## src/rtl/column_dispatcher.sv

```systemverilog
// rtl/column_dispatcher.sv - round-robin reader of standard-read column FIFOs into a 2-entry output buffer
// Optional COLUMN_DISPATCHER_STATS_EN adds the eor_count end-of-row transfer counter.
module column_dispatcher #(
  parameter int CHANNEL_NUM     = 4,
  parameter int CHANNEL_NUM_LOG = 2,
  parameter int COL_ID_SIZE     = 16
) (
  input  logic                               clk,
  input  logic                               rst,
  input  logic [CHANNEL_NUM-1:0]             empty,
  input  logic [COL_ID_SIZE*CHANNEL_NUM-1:0] col_in,
  output logic [CHANNEL_NUM-1:0]             read,
  output logic                               out_valid,
  input  logic                               out_ready,
  output logic [COL_ID_SIZE-1:0]             out_col,
  output logic [CHANNEL_NUM_LOG-1:0]         out_channel,
  output logic                               out_eor
`ifdef COLUMN_DISPATCHER_STATS_EN
  ,
  output logic [15:0]                        eor_count
`endif
);

  logic [CHANNEL_NUM_LOG-1:0] r_rr;
  logic                       r_inflight_v;
  logic [CHANNEL_NUM_LOG-1:0] r_inflight_ch;
  logic [COL_ID_SIZE-1:0]     r_buf_col [2];
  logic [CHANNEL_NUM_LOG-1:0] r_buf_ch  [2];
  logic                       r_head;
  logic [1:0]                 r_occ;

  logic [COL_ID_SIZE-1:0]     w_col_slice [CHANNEL_NUM];
  logic                       w_pop;
  logic                       w_push;
  logic                       w_tail;
  logic                       w_room;
  logic                       w_grant_v;
  logic [CHANNEL_NUM_LOG-1:0] w_grant_ch;
  logic [CHANNEL_NUM_LOG:0]   w_cand;
  logic [CHANNEL_NUM_LOG:0]   w_rr_sum;
  logic [CHANNEL_NUM_LOG-1:0] w_rr_next;

  genvar g;
  generate
    for (g = 0; g < CHANNEL_NUM; g++) begin : g_chan
      assign w_col_slice[g] = col_in[g*COL_ID_SIZE +: COL_ID_SIZE];
      assign read[g]        = w_grant_v && (w_grant_ch == CHANNEL_NUM_LOG'(g));
    end
  endgenerate

  assign w_pop  = out_valid & out_ready;
  assign w_push = r_inflight_v;
  // With occ=1 the tail is the slot after head; occ=2 never coincides with a push.
  assign w_tail = r_head ^ r_occ[0];
  // Grant only if the beat it produces will still find a free slot next cycle.
  assign w_room = ({1'b0, r_occ} + {2'b00, r_inflight_v}) < (3'd2 + {2'b00, w_pop});

  always_comb begin
    w_grant_v  = 1'b0;
    w_grant_ch = '0;
    w_cand     = '0;
    if (!rst && w_room) begin
      for (int k = 0; k < CHANNEL_NUM; k++) begin
        w_cand = {1'b0, r_rr} + (CHANNEL_NUM_LOG+1)'(k);
        if (w_cand >= (CHANNEL_NUM_LOG+1)'(CHANNEL_NUM)) begin
          w_cand = w_cand - (CHANNEL_NUM_LOG+1)'(CHANNEL_NUM);
        end
        if (!w_grant_v && !empty[w_cand[CHANNEL_NUM_LOG-1:0]]) begin
          w_grant_v  = 1'b1;
          w_grant_ch = w_cand[CHANNEL_NUM_LOG-1:0];
        end
      end
    end
  end

  always_comb begin
    w_rr_sum = {1'b0, w_grant_ch} + (CHANNEL_NUM_LOG+1)'(1);
    if (w_rr_sum >= (CHANNEL_NUM_LOG+1)'(CHANNEL_NUM)) begin
      w_rr_sum = w_rr_sum - (CHANNEL_NUM_LOG+1)'(CHANNEL_NUM);
    end
    w_rr_next = w_rr_sum[CHANNEL_NUM_LOG-1:0];
  end

  always_ff @(posedge clk) begin
    if (rst) begin
      r_rr          <= '0;
      r_inflight_v  <= 1'b0;
      r_inflight_ch <= '0;
      r_head        <= 1'b0;
      r_occ         <= 2'd0;
      for (int i = 0; i < 2; i++) begin
        r_buf_col[i] <= '0;
        r_buf_ch[i]  <= '0;
      end
    end else begin
      if (w_grant_v) begin
        r_rr <= w_rr_next;
      end
      r_inflight_v  <= w_grant_v;
      r_inflight_ch <= w_grant_ch;
      // Standard-read FIFO: last cycle's read shows its data on col_in now.
      if (w_push) begin
        r_buf_col[w_tail] <= w_col_slice[r_inflight_ch];
        r_buf_ch[w_tail]  <= r_inflight_ch;
      end
      if (w_pop) begin
        r_head <= ~r_head;
      end
      case ({w_push, w_pop})
        2'b10:   r_occ <= r_occ + 2'd1;
        2'b01:   r_occ <= r_occ - 2'd1;
        default: r_occ <= r_occ;
      endcase
    end
  end

  assign out_valid   = (r_occ != 2'd0);
  assign out_col     = r_buf_col[r_head];
  assign out_channel = r_buf_ch[r_head];
  assign out_eor     = &out_col;

`ifdef COLUMN_DISPATCHER_STATS_EN
  always_ff @(posedge clk) begin
    if (rst) begin
      eor_count <= 16'd0;
    end else if (w_pop && out_eor) begin
      eor_count <= eor_count + 16'd1;
    end
  end
`endif

endmodule

```

## config.mk

```make
export PLATFORM = sky130hd
export DESIGN_NAME = column_dispatcher
export DESIGN_NICKNAME = d
export VERILOG_FILES = /design/src/rtl/column_dispatcher.sv
export SDC_FILE = /design/constraint.sdc
export NUM_CORES = 1
export LEC_CHECK = 0
export CELL_PAD_IN_SITES_DETAIL_PLACEMENT = 2
export CELL_PAD_IN_SITES_GLOBAL_PLACEMENT = 2
export CORE_MARGIN = 1.5
export CORE_UTILIZATION = 30
export CTS_BUF_LIST = sky130_fd_sc_hd__clkbuf_8
export DETAILED_ROUTE_END_ITERATION = 8
export HOLD_SLACK_MARGIN = 0.15
export PLACE_DENSITY = 0.81
export RECOVER_POWER = 100
export SLEW_MARGIN = 25
export SYNTH_ARGS = -nofsm -noshare
export SYNTH_HDL_FRONTEND = slang
export SYNTH_SLANG_ARGS = --single-unit
```

## constraint.sdc

```tcl
create_clock -name clk -period 2.6 [get_ports clk]
set_input_delay 0.26 -clock clk [delete_from_list [all_inputs] [get_ports clk]]
set_output_delay 0.26 -clock clk [all_outputs]
set_load 0.03 [all_outputs]
```

==> out/results.ini <==
[flow_run]
cap_violations = 0

[clock_network]
insertion_delay_ns = 0.30
cts_tree = built
cts-htree-levels = 2
clkSinkCount = 45
clk_pin_slew_ns = 0.08
cts_buffers = 5
cts_buffer_depth = 2
root_buffer = clkbuf_8

[logic_synthesis]
ys.flop_type = edfxtp_1
synth_top_area_share_pct = 41.5
syn_area_per_cell_um2 = 13.3
synth-edff-count = 36
synth_seq_cells = 45
synthMostInstantiatedCell = and2_1
synth-async-reset-ratio_pct = 0
netlist_top_cells_area = edfxtp_1, mux4_2, and2_1
yosysWarnings = 0
syn-cell-area_mm2 = 0.00261
synth_top_cell_by_area = edfxtp_1
syn_nets = 274
syn_inst = 196
synth_commonest_cells = and2_1, edfxtp_1, mux2_2
synthDistinctLibCells = 40
yosysSeqAreaShare_pct = 48.4

[global_route]
grt_use_total_pct = 18.0
grt_pass1_wl_um = 12200
overflow = 0
grt_pass1_vias = 2434
grt_max_degree = 19
antenna_found_initial = 0

[route]
num_vias = 2042
drtPass1Iterations = 4
wl_um = 7760
drtIter0Drc = 29
drc = 0
viasPerCell = 4.90
wl_per_cell_um = 18.6
antenna_left = 0

[setup_path]
r2r_slack_ns = 0.51
startpoint_type = register
arrival_ns = 2.22
worstPathRequired_ns = 2.34
rr_startpoint = r_inflight_v
r2r_cells = 8
critPathKind = reg2out
worst_r2r_endpoint = r_rr[1]
endpoint_kind = output port
worstSetupStartpoint = r_inflight_v
cp_max_fo = 3

[sta]
timing_hold_violations_final = 0
period_share_pct = 95.2
max_freq_ghz = 0.404
skew_ns = 0.00345
final-setup-viol-count = 0
relSlewSlack_pct = 48.7
finalWorstSetupSlack_ns = 0.125
tightest_slew_ns = 0.768
setup-tns-final_ns = 0
slew_violations = 0
fin_crit_ns = 2.48

[placement]
dpl.hpwl_um = 6230
io_buffers = 94
dpl_cell_area_mm2 = 0.00379
preCtsSetupSlack_ns = -0.208
gp_congestion = 0.781

[floorplan]
dieArea_mm2 = 0.00926
dieWidth_um = 96.2
die_h_um = 96.2
start_util_pct = 31.4
ios = 95
rows = 33
core_area_mm2 = 0.00830

[layout]
n_antenna_cell = 0
register_area_mm2 = 0.00126
fin_util_pct = 47.1
area_growth_syn_to_layout_pct = 49.9
drive_gt1_share_pct = 25.0
fin_area_mm2 = 0.00391
fillers = 850
multi_input_comb_area_mm2 = 0.00130
nNetsFinal = 389

[power]
power_w = 0.00326
p_per_area_mw_per_mm2 = 835
p_leak_nw = 1.50
irDropWorstVdd_uv = 315

[min_path]
min_delay_path_depth = 2
hold_start = r_occ[1]
hold_end = r_occ[1]
hp-class = reg2reg

[status]
status = finished, final reports clean

logic make-up after synthesis:
group	Yosys count	share of synthesized area, %
compound gates	16	3.74
xor+xnor	4	1.34
fa+ha+maj	7	3.36
buf+inv	14	3.07
flops	45	48.4
mux	36	22.4
simple gates	74	17.7
cell type report:
| class | instances | area share [%] |
|---|---|---|
| clock buffer | 6 | 2.11 |
| clock inverter | 2 | 0.192 |
| inverter | 5 | 0.480 |
| multi-input combinational | 137 | 33.2 |
| sequential | 45 | 32.3 |
| tap | 105 | 3.36 |
| timing repair buffer | 117 | 28.3 |
state kept, by name, summed over array words and instances (netlist names), named ones only:
name           cells
r_buf_col         32
r_buf_ch           4
r_inflight_ch      2
r_occ              2
r_rr               2
r_head             1
r_inflight_v       1
where the power goes:
part	switching (W)	leakage, nW	total, W	internal (W)
combinational	0.000859	0.996	0.00172	0.000861
sequential	0.000122	0.451	0.00111	0.000985
clock	0.000227	0.0538	0.000436	0.000209
total	0.00121	1.50	0.00326	0.00206
cell usage in the layout, fill, tap and decap left out, types with 2 or more instances in the layout:
master           instances
dfxtp_1                  7
ha_1                     5
edfxtp_1                36
or2_2                    3
ha_2                     2
dlymetal6s2s_1           2
nand2_1                  4
nor2_2                   2
mux2_2                  17
o21ai_1                  2
buf_4                   20
or3_1                    2
a21oi_1                  3
dfxtp_2                  2
clkbuf_8                 6
inv_1                    7
nor2_1                   5
clkbuf_1                 4
nand2b_1                 3
nand4_1                  3
o21ai_0                  6
clkdlybuf4s50_1         88
nor4bb_1                 2
nand3_1                  2
mux4_2                  16
and2_1                  39
mux2_1                   2
xor2_1                   3
layer usage:
| layer | vias up | track usage (%) | routed length, um |
|---|---|---|---|
| li1 | 951 | - | - |
| met1 | 1028 | 19.5 | 2960 |
| met2 | 57 | 35.4 | 4320 |
| met3 | 6 | 3.32 | 409 |
| met4 | 0 | 4.04 | 72 |
| met5 | - | 0 | 0 |
metrics by stage:
| stage | hold slack [ns] | cells |
|---|---|---|
| floorplan | 0.452 | 196 |
| global placement | 0.529 | 408 |
| detailed placement | 0.538 | 408 |
| CTS | 0.570 | 416 |
| global route | 0.603 | 417 |
| finish | 0.563 | 417 |
repair_timing:
item                                   4_1_cts  5_1_grt
pin swaps                                    0        2
buffers inserted                             0        1
hold buffers                                 0        0
gates resized for setup                      3       13
setup endpoints to repair                    3        5
endpoints found under the hold margin        0        0
critical path: stages (launching register included):
cell      delay, ns
dfxtp_2        0.34
ha_2           0.17
ha_1           0.26
o21a_1         0.13
nand2b_4       0.15
buf_4          0.15
a211oi_4       0.25
ha_1           0.19
and2_1         0.12
buf_4          0.16
worst max path at each step:
| stage | cells past startpoint | end |
|---|---|---|
| CTS | 8 | read[1] |
| detailed placement | 8 | read[1] |
| global placement | 8 | read[1] |
| global route | 9 | read[0] |
| finish | 9 | read[3] |
| floorplan | 4 | out_eor |
No activity file was read; power rests on OpenSTA's default activity.
